--- src/rtl/poly_stream_unpacker.sv ---
// Unpacks one 256-coefficient ML-KEM polynomial from an AXI4-Stream into
// coefficient-memory rows, reducing each 12-bit lane modulo Q on the way.
module poly_stream_unpacker #(
  parameter int DWIDTH          = 256,
  parameter int COEFFS_PER_BEAT = 16,
  parameter int BEATS_PER_POLY  = 16,
  parameter int Q               = 3329
) (
  input  logic                                clk,
  input  logic                                rst,
  input  logic                                start,
  input  logic [DWIDTH-1:0]                   s_axis_tdata,
  input  logic [DWIDTH/8-1:0]                 s_axis_tkeep,
  input  logic                                s_axis_tvalid,
  input  logic                                s_axis_tlast,
  output logic                                s_axis_tready,
  output logic                                wr_en,
  output logic [$clog2(BEATS_PER_POLY)-1:0]   wr_addr,
  output logic [12*COEFFS_PER_BEAT-1:0]       wr_data,
  output logic                                busy,
  output logic                                done,
  output logic                                err
);

  localparam int AW = $clog2(BEATS_PER_POLY);

  typedef enum logic {IDLE, LOAD} state_t;

  state_t                       state_q, state_d;
  logic [AW-1:0]                cnt_q, cnt_d;
  logic                         accept;
  logic                         last_beat;
  logic                         final_beat;
  logic                         keep_full;
  logic [12*COEFFS_PER_BEAT-1:0] reduced;
  logic [4*COEFFS_PER_BEAT-1:0]  unused_hi;

  // Lane values are at most 4095 < 2Q, so one conditional subtract fully reduces them.
  for (genvar g = 0; g < COEFFS_PER_BEAT; g++) begin : g_lane
    logic [11:0] v;
    assign v                    = s_axis_tdata[16*g +: 12];
    assign reduced[12*g +: 12]  = (v >= 12'(Q)) ? v - 12'(Q) : v;
    assign unused_hi[4*g +: 4]  = s_axis_tdata[16*g+12 +: 4];
  end

  assign s_axis_tready = (state_q == LOAD);
  assign busy          = (state_q == LOAD);
  assign accept        = s_axis_tvalid && s_axis_tready;
  assign last_beat     = (cnt_q == AW'(BEATS_PER_POLY - 1));
  assign final_beat    = s_axis_tlast || last_beat;
  assign keep_full     = &s_axis_tkeep;

  always_ff @(posedge clk or posedge rst) begin
    if (rst) begin
      state_q <= IDLE;
      cnt_q   <= '0;
    end else begin
      state_q <= state_d;
      cnt_q   <= cnt_d;
    end
  end

  always_comb begin
    state_d = state_q;
    cnt_d   = cnt_q;
    case (state_q)
      IDLE: begin
        if (start) begin
          state_d = LOAD;
          cnt_d   = '0;
        end
      end
      LOAD: begin
        if (accept) begin
          if (final_beat) begin
            state_d = IDLE;
            cnt_d   = '0;
          end else begin
            cnt_d = cnt_q + AW'(1);
          end
        end
      end
      default: begin
        state_d = IDLE;
        cnt_d   = '0;
      end
    endcase
  end

  // A tlast that disagrees with the beat position is a framing error either way.
  always_ff @(posedge clk or posedge rst) begin
    if (rst) begin
      wr_en   <= 1'b0;
      wr_addr <= '0;
      wr_data <= '0;
      done    <= 1'b0;
      err     <= 1'b0;
    end else begin
      wr_en <= accept;
      done  <= accept && final_beat;
      if (accept) begin
        wr_addr <= cnt_q;
        wr_data <= reduced;
      end
      if (state_q == IDLE && start) begin
        err <= 1'b0;
      end else if (accept && (!keep_full || (s_axis_tlast != last_beat))) begin
        err <= 1'b1;
      end
    end
  end

endmodule

--- config.mk ---
export PLATFORM = sky130hd
export DESIGN_NAME = poly_stream_unpacker
export DESIGN_NICKNAME = d
export VERILOG_FILES = /design/src/rtl/poly_stream_unpacker.sv
export SDC_FILE = /design/constraint.sdc
export NUM_CORES = 1
export LEC_CHECK = 0
export CAP_MARGIN = 25
export CORE_AREA = 4 4 193 195
export DETAILED_ROUTE_END_ITERATION = 10
export DIE_AREA = 0 0 197 199
export MAX_ROUTING_LAYER = met4
export PLACE_DENSITY = 0.66
export SLEW_MARGIN = 10
export SYNTH_ARGS = -nofsm -noshare
export SYNTH_HDL_FRONTEND = slang
export SYNTH_SLANG_ARGS = --single-unit
--- constraint.sdc ---
create_clock -name clk -period 8.9 [get_ports clk]
set_clock_uncertainty 0.15 [all_clocks]
set_input_delay 1.78 -clock clk [delete_from_list [all_inputs] [get_ports clk]]
set_output_delay 1.78 -clock clk [all_outputs]
set_load 0.005 [all_outputs]
==> results.cfg <==
[floorplan]
rows = 69
dieArea_um2 = 39200
ios = 494
dieHeight_um = 199
die_width_um = 197
initial_core_util_pct = 34.3
core-area_um2 = 35400

[sta]
slew_violations = 0
hold_violations = 0
worst_pin_slew_ps = 905
setup-violations-final = 0
fin_ws_ps = 4250
period_minus_slack_ps = 4650
finalCritPeriodShare_pct = 52.3
tns_ps = 0
rsz0062_at_grt = no
maxSlewHeadroom_pct = 39.7
hold-worst-slack_ps = 321
fmax_mhz = 215

[critical_path]
arrival_ps = 4850
cp_top_family = buffers and inverters
r2r_setup_slack_ps = 5510
crit_path_end_kind = register
critPathMaxFanout = 102
critPathKind = in -> reg
path_cells = clkdlybuf4s50_1 -> nand2_4 -> buf_4 -> buf_4 -> o21ai_0
cp_common_cell = buf_4
cp.required_ps = 9100
critPathMaxStageDelay_ps = 820
crit_slowest_cell = buf_4
start_kind = input port
timing.critical_path.buf_inv = 3

[logic_synthesis]
syn_area_um2 = 12100
yosys_warnings = 0
synthFlopType = dfrtp_1
synth_area_leaders = dfrtp_1, o21ai_0, nand2_1, xor2_1, xnor2_1
synth.net_count = 1741
ys_seq_elements = 204
yosysSeqAreaShare_pct = 42.0
yosysMostFrequentCell = o21ai_0
synthTopCellsByCount = o21ai_0, nand2_1, dfrtp_1, nor2_1, inv_1
synth_edf_count = 0
netlist.area_leader.share_pct = 42.0
yosysTopAreaCell = dfrtp_1
yosysUniqueCellTypes = 69
avgSynthCellArea_um2 = 8.59
async_reset_ff_share_pct = 100
syn_inst = 1414

[cts]
cts_resized = 0
cts_root_buf = clkbuf_16
cts_setup_buffers = 0
cts.sinks = 204
ctsHoldBuffers = 0
clkSlewWorstSetupHoldPaths_ps = 60
h-tree-depth = 1
cts_tree = built
worstSkewPairLatency_ps = 530
tritoncts.num_buffers = 26
clockBufferDepth = 3

[placed_design]
gp_congestion = 0.922
dpl_cell_area_um2 = 16900
io_buffers = 429
dp_hpwl_um = 30300
dp_cells = 2255
post-place-ws_ps = 3670

[pwr]
combPwrFrac_pct = 27.1
finalPower_mw = 3.11
sequentialPowerShare_pct = 37.6
p_sw_share_pct = 28.4
power_per_cell_area_nw_per_um2 = 175
p_sw_uw = 883
peakVddDrop_mv = 0.153
clockPowerShare_pct = 35.3
p_int_mw = 2.23
p_leak_nw = 7.10

[routing]
ant_nets = 0
first_pass_iters = 5
vias = 12000
drt-wirelength-per-cell_um = 17.5
drt_iter0_drc = 569
post-route-drc-count = 0
vias_per_cell = 5.19
wl_um = 40400

[finish]
fin_nets = 2149
fin_util_pct = 50.2
area_delta_synth_final_pct = 46.3
drive_gt1_share_pct = 5.16
fin_area_um2 = 17800
instances_no_fill = 2304

[run]
drv_cap = 0

[outcome]
status = completed

[global_route]
grt_max_degree = 103
antenna_found_initial = 1
grt_pass1_vias = 11700
grt_overflow = 0
track_usage_pct = 19.9
grt_pass1_wl_um = 62500

[worst_hold_path]
hp-class = reg -> reg
## state kept, by name (all words and copies together), names as in the netlist
register	flops
wr_data	192
wr_en	1
cnt_q	4
wr_addr	4
busy	1
err	1
done	1
## path summary, 6_finish.rpt
kind	cells past startpoint	to	start
setup / recovery	5	wr_data[83]$_DFFE_PP0P_	s_axis_tvalid
hold / removal	2	wr_addr[1]$_DFFE_PP0P_	wr_addr[1]$_DFFE_PP0P_
setup reg to reg	4	wr_data[83]$_DFFE_PP0P_	busy$_DFF_PP0_
hold reg to reg	2	wr_addr[1]$_DFFE_PP0P_	wr_addr[1]$_DFFE_PP0P_
max in group asynchronous	3	wr_data[47]$_DFFE_PP0P_	rst
min in group asynchronous	2	wr_data[18]$_DFFE_PP0P_	rst
## logic make-up (layout without fill, tap and decap cells)
| logic type | after synthesis | in the layout | share of synthesized area [%] |
|---|---|---|---|
| flops | 204 | 204 | 42.0 |
| other cells | 0 | 1 | 0 |
| simple gates | 507 | 507 | 20.3 |
| buf+inv | 120 | 548 | 3.77 |
| fa+ha+maj | 34 | 34 | 3.50 |
| xor+xnor | 111 | 111 | 8.00 |
| mux | 15 | 15 | 1.26 |
| compound gates | 423 | 423 | 21.1 |
## power by group through the flow
| stage | clock, mW | sequential, mW | combinational (mW) |
|---|---|---|---|
| after floorplan | 0 | 1.19 | 0.275 |
| final | 1.10 | 1.17 | 0.843 |
| after global placement | 0 | 1.18 | 0.843 |
| after global routing | 1.17 | 1.19 | 0.923 |
| after detailed placement | 0 | 1.19 | 0.849 |
| after CTS | 1.14 | 1.17 | 0.854 |
## cell usage in the layout (no fill, tap or decap), types with 32 or more instances in the layout
cell type,n
a21oi_1,47
clkdlybuf4s50_1,429
dfrtp_1,204
ha_1,34
inv_1,63
nand2_1,225
nand3_1,45
nor2_1,74
nor3_1,32
o21ai_0,233
xnor2_1,50
xor2_1,61
## tightest hold or removal path, cell delays in order, from the launching register on
cell	delay, ps
dfrtp_1	340
nand2_1	50
nand2_1	50
## area by class of cell
cell class	instances	area [um2]
Tap cell	461	577
Clock buffer	36	759
Sequential cell	204	5100
Inverter	65	251
Fill cell	3421	17600
Timing Repair Buffer	435	4340
Multi-Input combinational cell	1090	6590
Clock inverter	12	141
Antenna cell	1	2.50
## routing by layer
metal | part of all wire (%) | track usage, % | up-vias
met3 | 8.0 | 5.47 | 59
met1 | 42 | 24.7 | 5653
li1 | - | - | 5871
met5 | 0 | - | -
met2 | 47 | 32.5 | 367
met4 | 2.2 | 4.75 | 0
(Power assumes the default switching activity.)
